==> config.mk <==
export PLATFORM = sky130hd
export DESIGN_NAME = vx_sau_unit
export DESIGN_NICKNAME = d
export VERILOG_FILES = /design/src/rtl/vx_sau_unit.sv
export SDC_FILE = /design/constraint.sdc
export NUM_CORES = 1
export LEC_CHECK = 0
export ABC_AREA = 1
export ABC_CLOCK_PERIOD_IN_PS = 6010
export CAP_MARGIN = 5
export CORE_MARGIN = 2
export CORE_UTILIZATION = 30
export CTS_CLUSTER_SIZE = 24
export DETAILED_ROUTE_END_ITERATION = 6
export PLACE_DENSITY_LB_ADDON = 0.12
export SYNTH_ARGS = -nofsm -noshare
export SYNTH_HDL_FRONTEND = slang
export SYNTH_SLANG_ARGS = --single-unit
==> constraint.sdc <==
create_clock -name clk -period 6.01 [get_ports clk]
set_input_delay 1.803 -clock clk [delete_from_list [all_inputs] [get_ports clk]]
set_output_delay 1.803 -clock clk [all_outputs]
set_load 0.01 [all_outputs]
==> src/rtl/vx_sau_unit.sv <==
// SAU execution stage: captures a dispatched request, computes LANES threads per
// beat under a small sequencing FSM, and holds the result until commit accepts it.
module vx_sau_unit #(
    parameter int NUM_THREADS   = 4,
    parameter int LANES         = 2,
    parameter int UUID_BITS     = 44,
    parameter int NW_BITS       = 2,
    parameter int INST_FPU_BITS = 4,
    parameter int INST_MOD_BITS = 3,
    parameter int NR_BITS       = 5
) (
    input  logic                          clk,
    input  logic                          reset,
    input  logic                          req_valid,
    input  logic [UUID_BITS-1:0]          req_uuid,
    input  logic [NW_BITS-1:0]            req_wid,
    input  logic [NUM_THREADS-1:0]        req_tmask,
    input  logic [31:0]                   req_PC,
    input  logic [INST_FPU_BITS-1:0]      req_op_type,
    input  logic [INST_MOD_BITS-1:0]      req_op_mod,
    input  logic [NUM_THREADS*32-1:0]     req_rs1_data,
    input  logic [NUM_THREADS*32-1:0]     req_rs2_data,
    input  logic [NR_BITS-1:0]            req_rd,
    input  logic                          req_wb,
    output logic                          req_ready,
    output logic                          commit_valid,
    output logic [UUID_BITS-1:0]          commit_uuid,
    output logic [NW_BITS-1:0]            commit_wid,
    output logic [NUM_THREADS-1:0]        commit_tmask,
    output logic [31:0]                   commit_PC,
    output logic [NR_BITS-1:0]            commit_rd,
    output logic                          commit_wb,
    output logic [NUM_THREADS*32-1:0]     commit_data,
    output logic                          commit_eop,
    input  logic                          commit_ready
);

    localparam int          BEATS = NUM_THREADS / LANES;
    localparam int          BW    = (BEATS > 1) ? $clog2(BEATS) : 1;
    localparam int          DW    = NUM_THREADS * 32;
    localparam int unsigned LW    = LANES * 32;
    localparam int unsigned LN_U  = LANES;

    localparam logic [INST_FPU_BITS-1:0] OP_ADD     = INST_FPU_BITS'(0);
    localparam logic [INST_FPU_BITS-1:0] OP_SUB     = INST_FPU_BITS'(1);
    localparam logic [INST_FPU_BITS-1:0] OP_MIN     = INST_FPU_BITS'(2);
    localparam logic [INST_FPU_BITS-1:0] OP_MAX     = INST_FPU_BITS'(3);
    localparam logic [INST_FPU_BITS-1:0] OP_ABSDIFF = INST_FPU_BITS'(4);
    localparam logic [LW-1:0]            LANE_ONES  = '1;

    typedef enum logic [1:0] {IDLE, EXEC, DONE} state_t;

    state_t                   state_q, state_d;
    logic [BW-1:0]            beat_q;
    logic [INST_FPU_BITS-1:0] op_q;
    logic                     sat_q;
    logic [DW-1:0]            a_q, b_q, res_q;
    logic                     accept, last_beat;
    logic [31:0]              shamt;
    logic [DW-1:0]            a_win, b_win;
    logic [NUM_THREADS-1:0]   m_win;
    logic [LW-1:0]            lane_res;
    logic                     unused_mod_bits;

    // Only the saturate bit of the modifier is meaningful here.
    assign unused_mod_bits = ^req_op_mod;

    assign accept    = req_valid & req_ready;
    assign last_beat = (beat_q == BW'(BEATS - 1));
    assign shamt     = 32'(beat_q) * LW;

    function automatic logic [31:0] sau_op(input logic [INST_FPU_BITS-1:0] op,
                                           input logic sat,
                                           input logic [31:0] a,
                                           input logic [31:0] b);
        logic [31:0] sum, diff, sat_val;
        logic [32:0] d33;
        logic        ovf_add, ovf_sub;
        sum     = a + b;
        diff    = a - b;
        d33     = {a[31], a} - {b[31], b};
        ovf_add = (a[31] == b[31]) && (sum[31] != a[31]);
        ovf_sub = (a[31] != b[31]) && (diff[31] != a[31]);
        sat_val = a[31] ? 32'h8000_0000 : 32'h7FFF_FFFF;
        case (op)
            OP_ADD:     return (sat && ovf_add) ? sat_val : sum;
            OP_SUB:     return (sat && ovf_sub) ? sat_val : diff;
            OP_MIN:     return ($signed(a) < $signed(b)) ? a : b;
            OP_MAX:     return ($signed(a) > $signed(b)) ? a : b;
            OP_ABSDIFF: return d33[32] ? (32'd0 - d33[31:0]) : d33[31:0];
            default:    return a;
        endcase
    endfunction

    // Shift the current beat's threads down to lane 0 so lane indexing stays constant.
    always_comb begin
        a_win    = a_q >> shamt;
        b_win    = b_q >> shamt;
        m_win    = commit_tmask >> (32'(beat_q) * LN_U);
        lane_res = '0;
        for (int unsigned l = 0; l < LN_U; l++) begin
            lane_res[l*32 +: 32] = m_win[l] ?
                sau_op(op_q, sat_q, a_win[l*32 +: 32], b_win[l*32 +: 32]) : 32'd0;
        end
    end

    always_ff @(posedge clk or negedge reset) begin
        if (!reset) begin
            state_q <= IDLE;
        end else begin
            state_q <= state_d;
        end
    end

    always_comb begin
        state_d = state_q;
        case (state_q)
            IDLE:    if (req_valid)    state_d = EXEC;
            EXEC:    if (last_beat)    state_d = DONE;
            DONE:    if (commit_ready) state_d = IDLE;
            default:                   state_d = IDLE;
        endcase
    end

    always_comb begin
        req_ready    = (state_q == IDLE);
        commit_valid = (state_q == DONE);
        commit_eop   = commit_valid;
        commit_data  = res_q;
    end

    always_ff @(posedge clk or negedge reset) begin
        if (!reset) begin
            beat_q       <= '0;
            op_q         <= '0;
            sat_q        <= 1'b0;
            a_q          <= '0;
            b_q          <= '0;
            res_q        <= '0;
            commit_uuid  <= '0;
            commit_wid   <= '0;
            commit_tmask <= '0;
            commit_PC    <= '0;
            commit_rd    <= '0;
            commit_wb    <= 1'b0;
        end else if (accept) begin
            beat_q       <= '0;
            op_q         <= req_op_type;
            sat_q        <= req_op_mod[0];
            a_q          <= req_rs1_data;
            b_q          <= req_rs2_data;
            res_q        <= '0;
            commit_uuid  <= req_uuid;
            commit_wid   <= req_wid;
            commit_tmask <= req_tmask;
            commit_PC    <= req_PC;
            commit_rd    <= req_rd;
            commit_wb    <= req_wb;
        end else if (state_q == EXEC) begin
            res_q  <= (res_q & ~(DW'(LANE_ONES) << shamt)) | (DW'(lane_res) << shamt);
            beat_q <= last_beat ? '0 : beat_q + BW'(1);
        end
    end

endmodule

==> metrics.md <==
| Metric | Value |
|---|---|
| Status | complete, no violations |
| Top cell by count, worst path | nand2_1 |
| Fill cells | ~13,000 |
| Setup tns final | 0 ns |
| Max frequency | 0.181 GHz |
| Die Wd | ~350 um |
| Overflow after GRT | 0 |
| Post-route cell area | between 0.04 and 0.05 sq mm |
| Post-synth top area cell | dfrtp_1 |
| Number of DRC markers in iteration 0 | 3,256 |
| Cell count after synthesis | about 5,000 |
| CTS tree | done |
| Routed wl met2 | slightly above 70 mm |
| WL per Instance | between 20 and 25 um |
| Max FO, Critical Path | 53 |
| Global-route wire length before repair | approximately 250 mm |
| Final hold vios | 0 |
| Initial core utilization | between 30 and 40% |
| Synth Warn # | 0 |
| Pin count of the biggest net entering global routing | about 160 |
| Clock root cell | clkbuf_16 |
| Uppermost routed layer | met5 |
| Maxcap violations | 0 |
| Initial antenna violation count | 33 |
| Nets | roughly 6,000 |
| Post-cts sizing count | 0 |
| Place WS | 0.643 ns |
| Required @ worst endpoint | 6.57 ns |
| H-tree levels | 2 |
| Met3 wire len | approximately 17 mm |
| Wl on met1 | between 80 and 90 mm |
| Slew @ Worst Pin | 1.29 ns |
| Slew HR | between 10% and 20% |
| Initial DRT Pass Iterations | 6 |
| Drt total wl | 178 mm |
| Cell Area, Synth | roughly 0.036 sq mm |
| Final setup vio count | 0 |
| Clock Latency Late Sink | just under 0.7 ns |
| CP Data Arrival Time | slightly above 6 ns |
| Sequential share of the synthesized area | roughly a third |
| Vias per inst | around 5.1 |
| Vias in the first global route | around 36,000 |
| Area of the multi-input gates | just over 0.02 sq mm |
| CTS Buf Count | 59 |
| CP startpoint | beat_q$_DFFE_PN0P_ |
| DRC viols | 0 |
| Synth unique cells | 54 |
| CP peak stage delay | just over 0.6 ns |
| Min Tclk post-route | between 5 and 6 ns |
| Top-area cell type share of the netlist area | between 30% and 40% |
| Die area | around 0.12 sq mm |
| RSZ-0062 raised after global routing | false |
| FF+latch count, synth | 480 |
| ANT nets after route | 0 |
| Slew Viols, Final | 0 |
| Area growth from synthesis to layout | 29.9% |
| Share of cells above drive strength 1 | between 15 and 20% |
| CP Class | reg2reg |
| Detailed Place HPWL | approximately 140 mm |
| Total GRT Usage | between 20% and 30% |
| Bufs on Longest Clock Path | 3 |
| Clock transition at path regs | around 0.060 ns |
| Hold_sp | commit_data[51]$_DFFE_PN0P_ |
| Rows | 126 |
| Hold Crit Class | reg2reg |
| Synth Area per Inst | between 7 and 8 sq um |
| PortBufs | 571 |
| Hold buffers post-CTS | 0 |
| Core area | roughly 0.12 sq mm |
| GPL Wtd Cong | around 0.98 |
| Syn nets | between 5,000 and 6,000 |
| Worst R2R Start | beat_q$_DFFE_PN0P_ |
| Vias | roughly 37,000 |
| Die height | 350 um |
| Sink Count | 480 |
| Setup Skew | roughly 0.03 ns |
| Critical path launch point type | flop |
| Placed cell area | 0.0447 sq mm |
| Main synth FF type | dfrtp_1 |
| IO Pins | about 570 |
| Area contributors post-synth | dfrtp_1 (33%), nand2_1 (14%), mux2_2 (11%) |
| Setup Buffers After CTS | 0 |
| Crit end category | flop |
| Final period utilization | between 90% and 100% |
| CP max-delay cell | dfrtp_4 |
| Worst setup margin | slightly below 0.5 ns |
| Reg area | around 0.012 sq mm |
| Post-synth EDFFs | 0 |
| Async SR Flop Fraction | 100% |
## final cells by class
cell class	instances	share of cell area [%]
clock buffers	86	3.69
well taps	1600	4.29
diodes	8	0.0429
inverters	616	4.96
multi-input cells	3626	43.9
clock inverters	20	0.499
flip-flops and latches	480	25.8
repair buffers	815	16.8
## path summary, 6_finish.rpt
path | endpoint | slack (ns) | cells after the start
worst min register to register | commit_data[51]$_DFFE_PN0P_ | 0.48 | 2
min in group asynchronous | commit_data[74]$_DFFE_PN0P_ | 1.14 | 1
worst min-delay path | commit_data[51]$_DFFE_PN0P_ | 0.48 | 2
max in group asynchronous | commit_tmask[2]$_DFFE_PN0P_ | 3.61 | 2
worst max-delay path | commit_data[27]$_DFFE_PN0P_ | 0.48 | 25
worst max register to register | commit_data[27]$_DFFE_PN0P_ | 0.48 | 25
## cells by family after synthesis
kind of cell | count (synthesis) | synth area share [%]
adder cells (fa/ha/maj) | 134 | 4.75
AND/OR/NAND/NOR | 2391 | 29.2
multiplexers | 359 | 11.2
XOR/XNOR | 59 | 1.48
AO/OA/AOI/OAI | 683 | 10.3
buffers and inverters | 845 | 9.61
flip-flops | 480 | 33.5
## cell usage after synthesis (5+ instances only)
cell	number
nand4_1	76
a21boi_0	6
clkbuf_1	113
mux2_2	345
nor3_2	5
or2_2	115
buf_6	11
and2_1	10
inv_2	17
dfrtp_1	480
nand3b_1	13
o21bai_1	11
nand2_2	34
inv_1	595
buf_4	28
nand3_1	438
nor3_1	30
mux2i_1	14
a21oi_2	6
a21oi_1	216
xor2_1	57
buf_2	69
nand2_4	8
a21o_1	8
o21ai_0	323
o21ai_1	39
nor4_1	7
nand3_2	12
nor2_1	325
o211ai_1	61
ha_1	130
a31oi_1	5
nor2_2	15
nand2_1	1293
## critical path: cells and delay by family, from the launching register on
family	cells	cell delay [ns]
AOI/OAI and AO/OA	5	1.37
DFF	1	0.61
adders and majority gates	1	0.56
buffers and inverters	6	1.17
and+or+nand+nor	13	1.65
## placed cells by master (no fill, tap or decap), drive strengths merged
cell type	netlist	final
o211a	1	1
nand3b	14	14
inv	612	616
nand2	1335	1335
dfrtp	480	480
fa	4	4
nor2	342	342
o21bai	11	11
a31oi	5	5
clkbuf	117	86
clkinv	4	16
mux2i	14	14
nor4	7	7
a221oi	1	1
o211ai	61	61
o21ai	364	364
xor2	58	58
o21a	3	3
nand4	77	77
clkdlybuf4s50	0	570
nand2b	1	1
and2	11	11
mux2	345	345
clkinvlp	0	1
nand3	451	451
buf	112	245
xnor2	1	1
diode	0	8
a21boi	6	6
ha	130	130
and3	2	2
nor3	35	35
a21o	8	8
o31ai	1	1
a21oi	222	222
or2	116	116
bufinv	0	3
## metal layers
| metal | GRT usage, % | up-vias |
|---|---|---|
| li1 | - | 17390 |
| met1 | 42.1 | 17715 |
| met2 | 41.4 | 1437 |
| met3 | 7.17 | 202 |
| met4 | 5.80 | 44 |
| met5 | 0 | - |
## stage by stage
step,util (%),hold slack [ns],instances
6_report,39.4,0.479,7251
5_1_grt,39.4,0.493,7247
4_1_cts,39.4,0.483,7243
3_5_place_dp,37.7,0.468,7137
3_3_place_gp,37.7,0.464,7137
2_1_floorplan,-,0.471,4951
## registers in the layout, summed over array words and instances, names as in the netlist
signal / flops
commit_tmask: 4
commit_PC: 32
commit_wid: 2
a_q: 128
sat_q: 1
b_q: 128
commit_data: 128
commit_uuid: 44
state_q: 2
commit_rd: 5
commit_wb: 1
beat_q: 1
op_q: 4
Power is left out: the tool's default activity adds up to more than one toggle a clock period on the data nets, which glitch-free logic cannot reach.
